<file path="src/rtl/ex_mem_branch_stage.sv">
// EX/MEM pipeline register with branch resolution.
// Captures the ALU result and forwarded operands, resolves conditional
// branches from ZERO, drives the PC redirect and turns the younger
// in-flight instructions behind a taken branch into bubbles.
module ex_mem_branch_stage #(
    parameter int XLEN         = 64,
    parameter int SQUASH_DEPTH = 2,
    parameter int CNT_W        = 32
) (
    input  logic             clk,
    input  logic             reset_n,
    input  logic             in_valid,
    input  logic             stall,
    input  logic             flush,
    input  logic [XLEN-1:0]  alu_result,
    input  logic             alu_zero,
    input  logic [XLEN-1:0]  pc_in,
    input  logic [XLEN-1:0]  imm_in,
    input  logic [XLEN-1:0]  rs2_data,
    input  logic [4:0]       rd_in,
    input  logic             branch,
    input  logic             mem_read,
    input  logic             mem_write,
    input  logic             mem_to_reg,
    input  logic             reg_write,
    output logic             out_valid,
    output logic [XLEN-1:0]  result_q,
    output logic [XLEN-1:0]  store_data_q,
    output logic [4:0]       rd_q,
    output logic             mem_read_q,
    output logic             mem_write_q,
    output logic             mem_to_reg_q,
    output logic             reg_write_q,
    output logic [XLEN-1:0]  branch_target_q,
    output logic             pc_src,
    output logic             squash_active,
    output logic [CNT_W-1:0] taken_cnt
);

    // Counter must hold SQUASH_DEPTH; keep at least one bit.
    localparam int SQ_W = (SQUASH_DEPTH < 1) ? 1 : $clog2(SQUASH_DEPTH + 1);
    localparam logic [SQ_W-1:0] SQ_LOAD = SQ_W'(SQUASH_DEPTH);

    logic [SQ_W-1:0] sq_cnt;
    logic            eff_valid;
    logic            taken;
    logic [XLEN-1:0] target;

    // Qualify the incoming instruction and resolve the branch; target wraps.
    always_comb begin
        eff_valid = in_valid && (sq_cnt == '0);
        taken     = eff_valid && branch && alu_zero;
        target    = pc_in + (imm_in << 1);
    end

    // Control, valid, redirect and squash state: flush > stall > capture.
    always_ff @(posedge clk or negedge reset_n) begin
        if (!reset_n) begin
            out_valid    <= 1'b0;
            mem_read_q   <= 1'b0;
            mem_write_q  <= 1'b0;
            mem_to_reg_q <= 1'b0;
            reg_write_q  <= 1'b0;
            pc_src       <= 1'b0;
            sq_cnt       <= '0;
        end else if (flush) begin
            out_valid    <= 1'b0;
            mem_read_q   <= 1'b0;
            mem_write_q  <= 1'b0;
            mem_to_reg_q <= 1'b0;
            reg_write_q  <= 1'b0;
            pc_src       <= 1'b0;
            sq_cnt       <= '0;
        end else if (!stall) begin
            out_valid    <= eff_valid;
            mem_read_q   <= mem_read   && eff_valid;
            mem_write_q  <= mem_write  && eff_valid;
            mem_to_reg_q <= mem_to_reg && eff_valid;
            reg_write_q  <= reg_write  && eff_valid;
            pc_src       <= taken;
            // A taken branch can only be seen with the counter at zero,
            // so reload and decrement never compete.
            if (taken)
                sq_cnt <= SQ_LOAD;
            else if (sq_cnt != '0)
                sq_cnt <= sq_cnt - 1'b1;
        end
    end

    // Data fields load on every capture edge and hold across flush/stall.
    always_ff @(posedge clk or negedge reset_n) begin
        if (!reset_n) begin
            result_q        <= '0;
            store_data_q    <= '0;
            rd_q            <= '0;
            branch_target_q <= '0;
        end else if (!flush && !stall) begin
            result_q        <= alu_result;
            store_data_q    <= rs2_data;
            rd_q            <= rd_in;
            branch_target_q <= target;
        end
    end

    // Saturating taken-branch statistic; untouched by flush.
    always_ff @(posedge clk or negedge reset_n) begin
        if (!reset_n)
            taken_cnt <= '0;
        else if (!flush && !stall && taken && (taken_cnt != '1))
            taken_cnt <= taken_cnt + 1'b1;
    end

    // Squash state is visible directly from the register.
    always_comb squash_active = (sq_cnt != '0);

endmodule

</file>
<file path="config.mk">
export PLATFORM = sky130hd
export DESIGN_NAME = ex_mem_branch_stage
export DESIGN_NICKNAME = d
export VERILOG_FILES = /design/src/rtl/ex_mem_branch_stage.sv
export SDC_FILE = /design/constraint.sdc
export NUM_CORES = 1
export LEC_CHECK = 0
export BUFFER_PORTS_ARGS = -buffer_cell sky130_fd_sc_hd__buf_4
export CAP_MARGIN = 20
export CORE_MARGIN = 5
export CORE_UTILIZATION = 34
export CTS_CLUSTER_SIZE = 28
export DETAILED_ROUTE_END_ITERATION = 10
export PLACE_DENSITY = 0.69
export SLEW_MARGIN = 10
export SYNTH_ARGS = -nofsm -noshare
export SYNTH_HDL_FRONTEND = slang
export SYNTH_SLANG_ARGS = --single-unit
export TNS_END_PERCENT = 1
</file>
<file path="constraint.sdc">
create_clock -name clk -period 2.4 [get_ports clk]
set_clock_uncertainty 0.05 [all_clocks]
set_input_delay 0.36 -clock clk [delete_from_list [all_inputs] [get_ports clk]]
set_output_delay 0.36 -clock clk [all_outputs]
set_load 0.005 [all_outputs]
</file>
# ---- Word level (Yosys, flattened, before mapping)
# Index checks and enable logic that the tools add are counted.
# W data, S select, Z words.
dict set report classes {
  add_sub_neg 3
  n_eq_ne 2
  muxes 16
  n_reduce_logical 16
}
# cell count
set op_table {}
lappend op_table {{$add A64 B64 Y64} 1}
lappend op_table {{$add A32 B1 Y32 const B} 1}
lappend op_table {{$ne A32 B32 Y1 const B} 1}
lappend op_table {{$mux W1} 12}
lappend op_table {{$logic_and A1 B1 Y1} 10}
lappend op_table {{$mux W2} 4}
lappend op_table {{$reduce_bool A3 Y1} 1}
lappend op_table {{$logic_not A1 Y1} 2}
lappend op_table {{$logic_not A2 Y1} 1}
lappend op_table {{$ne A2 B1 Y1 const B} 1}
lappend op_table {{$reduce_and A2 Y1} 1}
lappend op_table {{$reduce_bool A2 Y1} 1}
lappend op_table {{$sub A2 B1 Y2 const B} 1}
dict set report word_totals {
  reg_bits 237
  in_bits 272
  out_inout_bits 236
  elab_cells 49
}

# ---- Logic depth before layout (Yosys ltp)
# Gate-level depths: netlist of the first run.
dict set report depth {
  depth_word 7
  mapped_depth 11
  depth_no_buf 11
}

# ---- Least setup slack after synthesis of the first run
# No wires, ideal clock.
dict set report synth_path {
  path_kind {input to register}
  startpoint {input pc_in[1]}
  endpoint {register branch_target_q[63]}
  arrival_time_ns 2.828
  required_time_ns 2.217
  path_slack_ns -0.612
  stages 11
  cell_sequence {ha_1 -> fa_1 -> a211oi_1 -> o21ai_0 -> a22oi_1 -> o311ai_1 -> a211oi_1 -> a21oi_1 -> a221oi_1 -> xnor2_1 -> o21ai_0}
}
dict set report synth_between {
  elab_chain_cells 1
}
# item line_no
set synth_rtl {}
lappend synth_rtl {{start, declared} 17} ;# input logic [XLEN-1:0] pc_in,
lappend synth_rtl {{$add A64 B64 Y64} 53} ;# target = pc_in + (imm_in << 1);
lappend synth_rtl {{end signal, assigned} 101} ;# branch_target_q <= target;
lappend synth_rtl {{end, declared} 34} ;# output logic [XLEN-1:0] branch_target_q,
# Every way passes these cells.
# A chain may end at the register's enable or synchronous reset.

# ---- Final worst setup path of the first run
dict set report layout_path {
  startpoint {input imm_in[8]}
  endpoint {register branch_target_q[60]}
}
dict set report layout_between {
  elab_chain_cells 1
}
# item line_no
set layout_rtl {}
lappend layout_rtl {{start, declared} 18} ;# input logic [XLEN-1:0] imm_in,
lappend layout_rtl {{$add A64 B64 Y64} 53}
# Every way passes these cells.

==> impl_metrics.yaml, run 1 <==
status:
  run_status: "finished with violations"
  failed_checks: "setup timing"
timing:
  slew_viol_final: 0
  min_period_ns: 2.475
  setup_violations: 7
  finalHoldViolCount: 0
  finalCritPeriodShare_pct: 103.1
  postLayoutSetupSlackWorst_ns: -0.07521
  tightest_slew_ns: 0.8201
  rsz0062_at_grt: "yes"
  max_freq_mhz: 404.0
  relSlewSlack_pct: 45.33
detailed_routing:
  dr_wl_met3_um: 3989
  dr.first_iter.drc_count: 1010
  vias: 14360
  drc: 0
  wl_per_cell_um: 18.46
  vias_per_cell: 4.974
  wl_met2_um: 26430
  wl_met1_um: 20220
  ant_nets: 0
  dr.max_layer_used: "met5"
  firstDrtPassIters: 5
  totalWireLength_um: 53320
clock_network:
  clk_path_buf_depth: 3
  cts-root-buf: "clkbuf_16"
  clk-insertion-delay-late_ns: 0.57
  cts_made_buffers: 28
  clk_transition_reported_paths_ns: 0.07
  cts.htree.levels: 1
  cts_tree: "done"
  cts_sinks: 237
finish:
  drive_gt1_share_pct: 37.26
  multiInputGateArea_um2: 6998
  seq_area_um2: 5931
  fillers: 3181
  final_cell_mix: "buf_4 (742), nand2_1 (540), dfrtp_1 (237)"
  fin_nets: 2690
  area_growth_pct: 69.34
  utilization_pct: 58.15
  final_common_cell: "buf_4"
power_and_ir_drop:
  power_frac_comb_pct: 29.7
  swShare_pct: 30.36
  p_leak_nw: 11.21
  fin_total_pwr_w: 0.01371
  pwr-share-seq_pct: 35.8
  p_switching_w: 0.004162
  pwr-share-clk_pct: 34.5
  powerDensity_nw_per_um2: 628.8
  vdd_ir_drop_max_v: 0.0005245
  p_int_w: 0.009544
placement:
  dp_hpwl_um: 38800
  place_congestion: 0.8981
  place_ws_ns: -0.8497
  numPortBuffers: 506
critical_path:
  worstSetupPathType: "primary input to flop"
  rrSetupSlack_ns: 0.12
  worstRegToRegCells: 9
  start_kind: "primary input"
  cp_slowest_stage_delay_ns: 0.47
  crit_arrival_ns: 2.87
  reg2reg_to: "taken_cnt[15]"
  critPathSlowestCell: "or4_4"
  required_ns: 2.79
  crit_path_end_kind: "flop"
  path_cells: "buf_4 -> ha_4 -> nand4_1 -> buf_4 -> or4_4 -> a211o_1 -> a31oi_4 -> nand3_2 -> nand2_2 -> o21ai_2 -> o311a_1 -> a221o_1"
  r2r-start: "taken_cnt[22]"
  path_common_cell: "buf_4"
  path_max_fanout: 3
min_path:
  min_from: "flush"
  hold_end: "mem_write_q"
  hold_depth: 3
  worstHoldPathType: "primary input to flop"
logic_synthesis:
  synth_nets: 1848
  synth_edf_count: 0
  ys_warn_count: 0
  syn_inst: 1511
  synthFlopType: "dfrtp_1"
  synth_seq_area_share_pct: 46.07
  synthArstFlopShare_pct: 100.0
  ys_ff_latch: 237
  synth_area_um2: 12870
  synth_area_per_cell_um2: 8.519
  yosys.cell_types.count: 76
grt:
  grt_max_degree: 189
  grt_pass1_vias: 15010
  grt_overflow_total: 0
  grtUsageTotal_pct: 24.08
  antenna_found_initial: 3
  grt_pass1_wl_um: 80900
floorplanning:
  die_h_um: 204.6
  num_io_pins: 508
  start_util_pct: 34.34
  core_area_um2: 37490
  die_area_um2: 41850
  core.rowCount: 71
  die_w_um: 204.6
job:
  drv_cap: 0
## cells by family after synthesis
group,synth area share [%]
buffers and inverters,3.266
flip-flops,46.07
AND/OR/NAND/NOR,23.94
adder cells (fa/ha/maj),6.376
XOR/XNOR,5.647
AO/OA/AOI/OAI,14.36
multiplexers,0.3402
## how the worst max path moves through the flow
| stage | startpoint | cells past startpoint | slack [ns] | end |
|---|---|---|---|---|
| 2_1_floorplan | imm_in[7] | 10 | -0.32 | branch_target_q[60] |
| 3_3_place_gp | imm_in[0] | 13 | -0.76 | branch_target_q[59] |
| 3_5_place_dp | imm_in[0] | 13 | -0.85 | branch_target_q[59] |
| 4_1_cts | imm_in[0] | 14 | -0.11 | branch_target_q[59] |
| 5_1_grt | imm_in[8] | 12 | -0.17 | branch_target_q[60] |
| 6_report | imm_in[8] | 12 | -0.08 | branch_target_q[60] |
## synth_stat cells, types with 4 or more instances
| master | count | area, um2 |
|---|---|---|
| ha_1 | 64 | 800.8 |
| nand2_1 | 540 | 2027 |
| xor2_1 | 38 | 332.8 |
| o2111ai_1 | 4 | 35.03 |
| o211ai_1 | 6 | 45.04 |
| nand3_1 | 28 | 140.1 |
| and4_1 | 5 | 43.79 |
| nor3_1 | 21 | 105.1 |
| a21oi_1 | 80 | 400.4 |
| nor2_1 | 65 | 244.0 |
| a211oi_1 | 9 | 67.56 |
| inv_1 | 16 | 60.06 |
| dfrtp_1 | 237 | 5931 |
| clkbuf_1 | 60 | 225.2 |
| or4_1 | 5 | 37.54 |
| xnor2_1 | 45 | 394.1 |
| nor4_1 | 6 | 37.54 |
| nor3b_1 | 6 | 45.04 |
| o21bai_1 | 12 | 90.09 |
| o21a_1 | 15 | 112.6 |
| o21ai_0 | 89 | 445.4 |
| buf_1 | 4 | 15.01 |
| nand4_1 | 25 | 156.4 |
| nor2b_1 | 8 | 50.05 |
| o31ai_1 | 7 | 52.55 |
| and3_1 | 7 | 43.79 |
| and2_1 | 4 | 25.02 |
| a21o_1 | 28 | 210.2 |
## routing by layer
| layer | vias up | GRT usage [%] |
|---|---|---|
| met5 | - | 0 |
| met4 | 4 | 11.15 |
| met3 | 170 | 5.351 |
| met2 | 620 | 42.28 |
| met1 | 6765 | 28.03 |
| li1 | 6805 | - |
## sequential cells by signal, summed over array words and instances (netlist names)
register / flops
branch_target_q: 64
result_q: 64
store_data_q: 64
taken_cnt: 32
rd_q: 5
sq_cnt: 2
mem_read_q: 1
mem_to_reg_q: 1
mem_write_q: 1
out_valid: 1
pc_src: 1
reg_write_q: 1
## timing repair
action                                  4_1_cts  5_1_grt
hold buffers                                135        0
endpoints found under the hold margin       191        0
endpoints found under the setup margin       23       37
gates resized for setup                      28       36
pin swaps                                    20       17
buffers inserted                              2        0
## through the flow
stage | hold slack (ns) | std cells | instance area (um2) | TNS (ns)
final | 0.07144 | 2888 | 21800 | -0.1929
after floorplan | 0.01441 | 1511 | 13070 | -4.740
after global placement | 0.3281 | 2698 | 19100 | -23.18
after detailed placement | 0.3328 | 2698 | 19100 | -25.07
after CTS | 0.04062 | 2887 | 21640 | -0.2079
after global routing | 0.07651 | 2887 | 21800 | -1.568
## worst max-delay path: cells and delay by family
kind	cells	cell delay, ns
compound gates	5	1.11
fa+ha+maj	1	0.27
buf+inv	2	0.31
simple gates	4	0.81
## power groups by stage
stage	Clock [W]	Combinational (W)	Sequential, W
global route	0.00501	0.00443	0.00497
global placement	0	0.00369	0.00493
floorplan	0	0.00142	0.00494
detailed placement	0	0.00375	0.00495
CTS	0.00484	0.00400	0.00489
finish	0.00472	0.00407	0.00491
## cell type report
cell class | instances | share of cell area, %
antenna | 2 | 0.02296
clock buffer | 31 | 3.312
clock inverter | 21 | 1.406
inverter | 16 | 0.2755
multi-input combinational | 1180 | 32.10
sequential | 237 | 27.21
tap | 511 | 2.933
timing repair buffer | 890 | 32.74
Note: power is estimated with default switching activity, not from simulation.
==> run 2: changes to the inputs <==
--- a/config.mk
+++ b/config.mk
@@ -7,11 +7,12 @@
 export LEC_CHECK = 0
 export BUFFER_PORTS_ARGS = -buffer_cell sky130_fd_sc_hd__buf_4
 export CAP_MARGIN = 20
-export CORE_MARGIN = 5
-export CORE_UTILIZATION = 34
+export CORE_AREA = 5 5 197 199
 export CTS_CLUSTER_SIZE = 28
 export DETAILED_ROUTE_END_ITERATION = 10
-export PLACE_DENSITY = 0.69
+export DIE_AREA = 0 0 202 204
+export PLACE_DENSITY = 0.7
+export SETUP_SLACK_MARGIN = 0.3
 export SLEW_MARGIN = 10
 export SYNTH_ARGS = -nofsm -noshare
 export SYNTH_HDL_FRONTEND = slang
==> run 2 against run 1 <==
The flow still finishes with violations (setup timing); non-clock buffer count down 19; final area up 0.15%; via count down 0.70%; first-iteration DRC count down 16%; combinational power about the same; clock power down 3%.
==> impl_metrics.yaml, run 2 (same netlist as run 1, synthesis figures left out) <==
status:
  run_status: "finished with violations"
  failed_checks: "setup timing"
finish:
  fin_nets: 2672
  final_cell_mix: "buf_4 (718), nand2_1 (540), dfrtp_1 (237)"
  instances_no_fill: 2833
  area_growth_pct: 69.60
  reg.largest.list: "branch_target_q (64), result_q (64), store_data_q (64)"
  utilization_pct: 58.93
  drive_gt1_share_pct: 38.19
  final_common_cell: "buf_4"
  fin_area_um2: 21830
job:
  drv_cap: 0
power_and_ir_drop:
  p_leak_nw: 11.13
  p_switching_w: 0.004057
  swShare_pct: 29.90
  p_int_w: 0.009512
  powerDensity_nw_per_um2: 621.6
  power_frac_comb_pct: 30.1
  pwr-share-clk_pct: 33.8
  pwr-share-seq_pct: 36.1
  vdd_ir_drop_max_v: 0.0006007
  fin_total_pwr_w: 0.01357
timing:
  min_period_ns: 2.535
  relSlewSlack_pct: 55.70
  tightest_slew_ns: 0.6645
  postLayoutSetupSlackWorst_ns: -0.1349
  finalHoldViolCount: 0
  finalCritPeriodShare_pct: 105.6
  slew_viol_final: 0
  setup_violations: 6
  max_freq_mhz: 394.5
  rsz0062_at_grt: "yes"
critical_path:
  rrSetupSlack_ns: 0.04
  crit_path_end_kind: "flop"
  required_ns: 2.86
  path_max_fanout: 3
  worstRegToRegCells: 10
  crit_arrival_ns: 2.99
  reg2reg_to: "taken_cnt[23]"
  worstSetupPathType: "primary input to flop"
  critPathLaunch: "imm_in[9]"
  r2r-start: "taken_cnt[25]"
  start_kind: "primary input"
detailed_routing:
  totalWireLength_um: 52060
  wl_per_cell_um: 18.38
  vias_per_cell: 5.035
  drc: 0
  firstDrtPassIters: 5
  dr.first_iter.drc_count: 847
  ant_nets: 0
  vias: 14260
clock_network:
  clk-insertion-delay-late_ns: 0.57
  cts.htree.levels: 1
  cts_made_buffers: 29
  clk_path_buf_depth: 3
  cts-root-buf: "clkbuf_16"
  clk_transition_reported_paths_ns: 0.06
  cts_tree: "done"
  cts_sinks: 237
floorplanning:
  die_w_um: 202
  die_h_um: 204
  core_area_um2: 37040
  start_util_pct: 34.75
  core.rowCount: 71
  num_io_pins: 508
  die_area_um2: 41210
grt:
  grt_max_degree: 153
  grtUsageTotal_pct: 24.00
  grt_pass1_vias: 14800
  grt_pass1_wl_um: 80730
  antenna_found_initial: 5
  grt_overflow_total: 0
placement:
  place_ws_ns: -0.8785
  post_dp_cell_area_um2: 18900
  place_congestion: 0.9286
  numPortBuffers: 506
  dp_cells: 2640
  dp_hpwl_um: 37270
min_path:
  hold_depth: 3
  hold_end: "pc_src"
  min_from: "branch"
  worstHoldPathType: "primary input to flop"
run 2: cell types whose count changed in the layout (fill, tap and decap cells not counted), moves of 4 or more:
cell,delta
buf_4,-24
nor3_2,+7
a21oi_1,-6
buf_6,+6
nor3_1,-6
nor2_1,-5
o21ai_1,-5
a21oi_2,+4
clkbuf_1,+4
clkbuf_8,+4
clkinv_4,-4
o21ai_2,+4
run 2: how the worst max path moves through the flow:
stage | endpoint | slack (ns) | cells after the start
after floorplan | branch_target_q[60] | -0.32 | 10
after global placement | branch_target_q[63] | -0.88 | 12
after detailed placement | branch_target_q[63] | -0.88 | 12
after CTS | branch_target_q[61] | -0.03 | 13
after global routing | branch_target_q[61] | -0.25 | 13
final | branch_target_q[61] | -0.13 | 13
run 2: through the flow:
step	hold slack, ns	TNS, ns
2_1_floorplan	0.01441	-4.740
3_3_place_gp	0.2255	-23.91
3_5_place_dp	0.2304	-24.87
4_1_cts	0.05594	-0.03617
5_1_grt	0.06648	-1.751
6_report	0.06380	-0.3447
run 2: metal layers:
metal	part of all wire (%)	track usage (%)	up-vias
li1	-	-	6757
met1	40	29.43	6786
met2	48	40.73	570
met3	7.1	5.094	151
met4	4.9	10.91	0
met5	0	0	-
run 2: cell type report:
cell class / instances / area (um2)
Antenna cell: 5 / 12.51
Clock buffer: 40 / 817.0
Clock inverter: 10 / 167.7
Fill cell: 3054 / 15210
Inverter: 16 / 60.06
Multi-Input combinational cell: 1180 / 7241
Sequential cell: 237 / 5931
Tap cell: 474 / 593.1
Timing Repair Buffer: 871 / 7009
run 2: power by group through the flow:
stage	Combinational [W]	Sequential [W]	Clock (W)
2_1_floorplan	0.00142	0.00494	0
3_3_place_gp	0.00365	0.00493	0
3_5_place_dp	0.00370	0.00495	0
4_1_cts	0.00402	0.00489	0.00472
5_1_grt	0.00445	0.00496	0.00487
6_report	0.00408	0.00490	0.00458
run 2: what timing repair did:
action | in CTS | in global routing
buffers inserted | 3 | 0
setup endpoints to repair | 62 | 72
hold endpoints to repair | 170 | 0
hold buffers | 135 | 0
resized for setup | 78 | 35
pin swaps | 51 | 28
run 2: worst max-delay path, cell delays in order:
cell and delay [ns]:
buf_6 0.09, ha_4 0.27, nand4_1 0.16, nor4_2 0.34, a22oi_2 0.13, buf_6 0.14
nor4_4 0.32, o31ai_2 0.12, buf_4 0.17, a221oi_4 0.29, o41ai_4 0.11, or4_1 0.41
nand3_1 0.08
==> run 3: changes to the inputs <==
--- a/config.mk
+++ b/config.mk
@@ -8,10 +8,11 @@
 export BUFFER_PORTS_ARGS = -buffer_cell sky130_fd_sc_hd__buf_4
 export CAP_MARGIN = 20
 export CORE_AREA = 5 5 197 199
+export CTS_CLUSTER_DIAMETER = 50
 export CTS_CLUSTER_SIZE = 28
 export DETAILED_ROUTE_END_ITERATION = 10
 export DIE_AREA = 0 0 202 204
-export PLACE_DENSITY = 0.7
+export PLACE_DENSITY_LB_ADDON = 0.15
 export SETUP_SLACK_MARGIN = 0.3
 export SLEW_MARGIN = 10
 export SYNTH_ARGS = -nofsm -noshare
==> run 3 against run 2 <==
The run still ends with setup timing left; largest power group unchanged; hold slack worse by 0.049 ns; sequential cell count unchanged; wire length shrank 0.46%; critical path depth shrank 1; sequential share of layout area is 0.53 points lower; final cell count up 1.3%; via count fell by 1.1%; register-to-register slack improved by 0.11 ns; largest cell class unchanged; global-route usage down 0.25 points; core utilization is 1.2 points higher; non-clock buffer count grew 34; total power is 0.64% higher.
==> impl_metrics.yaml, run 3 (same netlist as run 1, synthesis figures left out) <==
timing:
  rsz0062_at_grt: "yes"
  finalHoldViolCount: 0
  postLayoutSetupSlackWorst_ns: -0.06822
  finalCritPeriodShare_pct: 102.8
  max_freq_mhz: 405.2
  slew_viol_final: 0
  tightest_slew_ns: 0.7807
  relSlewSlack_pct: 47.95
  min_period_ns: 2.468
  setup_violations: 1
detailed_routing:
  dr.first_iter.drc_count: 623
  vias_per_cell: 4.913
  wl_per_cell_um: 18.06
  firstDrtPassIters: 5
  totalWireLength_um: 51820
  drc: 0
  vias: 14100
  ant_nets: 0
grt:
  grt_pass1_wl_um: 79390
  grt_overflow_total: 0
  grt_max_degree: 170
  grt_pass1_vias: 14380
  grtUsageTotal_pct: 23.74
  antenna_found_initial: 2
status:
  run_status: "finished with violations"
  failed_checks: "setup timing"
critical_path:
  r2r-start: "taken_cnt[12]"
  start_kind: "primary input"
  path_max_fanout: 7
  worstRegToRegCells: 9
  crit_arrival_ns: 2.92
  required_ns: 2.86
  worstSetupPathType: "primary input to flop"
  reg2reg_to: "taken_cnt[23]"
  rrSetupSlack_ns: 0.15
  crit_path_end_kind: "flop"
power_and_ir_drop:
  fin_total_pwr_w: 0.01366
  powerDensity_nw_per_um2: 613.3
  vdd_ir_drop_max_v: 0.0005041
  p_leak_nw: 11.44
finish:
  reg.largest.list: "branch_target_q (64), result_q (64), store_data_q (64)"
  fillers: 3186
  seq_area_um2: 5932
  area_growth_pct: 72.98
  instances_no_fill: 2870
  multiInputGateArea_um2: 7358
  final_cell_mix: "buf_4 (751), nand2_1 (535), dfrtp_1 (236)"
  utilization_pct: 60.11
  final_common_cell: "buf_4"
  fin_nets: 2707
  drive_gt1_share_pct: 40.28
clock_network:
  cts.htree.levels: 1
  clk_transition_reported_paths_ns: 0.07
  clk_path_buf_depth: 3
  cts_tree: "done"
  cts_sinks: 237
  cts-root-buf: "clkbuf_16"
  clk-insertion-delay-late_ns: 0.58
  cts_made_buffers: 30
min_path:
  hold_end: "result_q[26]"
  min_from: "alu_result[26]"
  worstHoldPathType: "primary input to flop"
  hold_depth: 3
placement:
  dp_hpwl_um: 39380
  dp_cells: 2670
  place_congestion: 0.9174
  numPortBuffers: 506
  place_ws_ns: -0.8452
floorplanning:
  core.rowCount: 71
  num_io_pins: 508
  die_area_um2: 41210
  die_h_um: 204
  core_area_um2: 37040
  die_w_um: 202
  start_util_pct: 34.75
job:
  drv_cap: 0
[run 3: area by class of cell]
cell class | count | share of cell area [%]
diodes | 3 | 0.03372
clock buffers | 31 | 3.388
clock inverters | 24 | 1.349
inverters | 16 | 0.2697
multi-input cells | 1180 | 33.05
flip-flops and latches | 237 | 26.64
well taps | 474 | 2.664
repair buffers | 905 | 32.61
[run 3: report_power, final]
part / switching [W] / total, W / internal (W)
Combinational: 0.00190 / 0.00412 / 0.00222
Clock: 0.00209 / 0.00465 / 0.00255
Sequential: 0.000353 / 0.00489 / 0.00454
Total: 0.00434 / 0.0137 / 0.00931
[run 3: what timing repair did]
item | 4_1_cts | 5_1_grt
pin swaps | 80 | 56
hold buffers | 134 | 0
resized for setup | 94 | 51
setup buffers | 7 | 1
hold endpoints to repair | 172 | 0
endpoints found under the setup margin | 59 | 67
[run 3: stage by stage]
stage          cell area (um2)  setup TNS, ns  hold WS [ns]
2_1_floorplan            13070         -4.740       0.01441
3_3_place_gp             19110         -25.03        0.2510
6_report                 22270       -0.06822       0.01445
5_1_grt                  22270         -1.251       0.01416
3_5_place_dp             19110         -26.02        0.2495
4_1_cts                  22020       -0.04467      0.001933
[run 3: worst max path at each step]
stage	start	endpoint	slack [ns]
2_1_floorplan	imm_in[7]	branch_target_q[60]	-0.32
3_3_place_gp	imm_in[8]	branch_target_q[61]	-0.84
3_5_place_dp	imm_in[8]	branch_target_q[61]	-0.85
4_1_cts	pc_in[1]	branch_target_q[63]	-0.01
5_1_grt	pc_in[10]	branch_target_q[61]	-0.23
6_report	pc_in[42]	branch_target_q[61]	-0.07
[run 3: critical path: stages]
cell and delay [ns]:
buf_4 0.11, ha_1 0.28, buf_4 0.16, a21oi_1 0.07, o21ai_0 0.27, nor2_1 0.14, a221oi_1 0.39, a21oi_1 0.19
a221oi_4 0.37, o41ai_4 0.11, or4_1 0.40, nand3_1 0.08
[run 3: per-layer routing]
| metal | up-vias | share of wire (%) | global-route usage [%] |
|---|---|---|---|
| li1 | 6825 | - | - |
| met1 | 6715 | 40 | 28.93 |
| met2 | 462 | 49 | 41.84 |
| met3 | 98 | 7.0 | 5.236 |
| met4 | 0 | 3.7 | 7.837 |
| met5 | - | 0 | 0 |
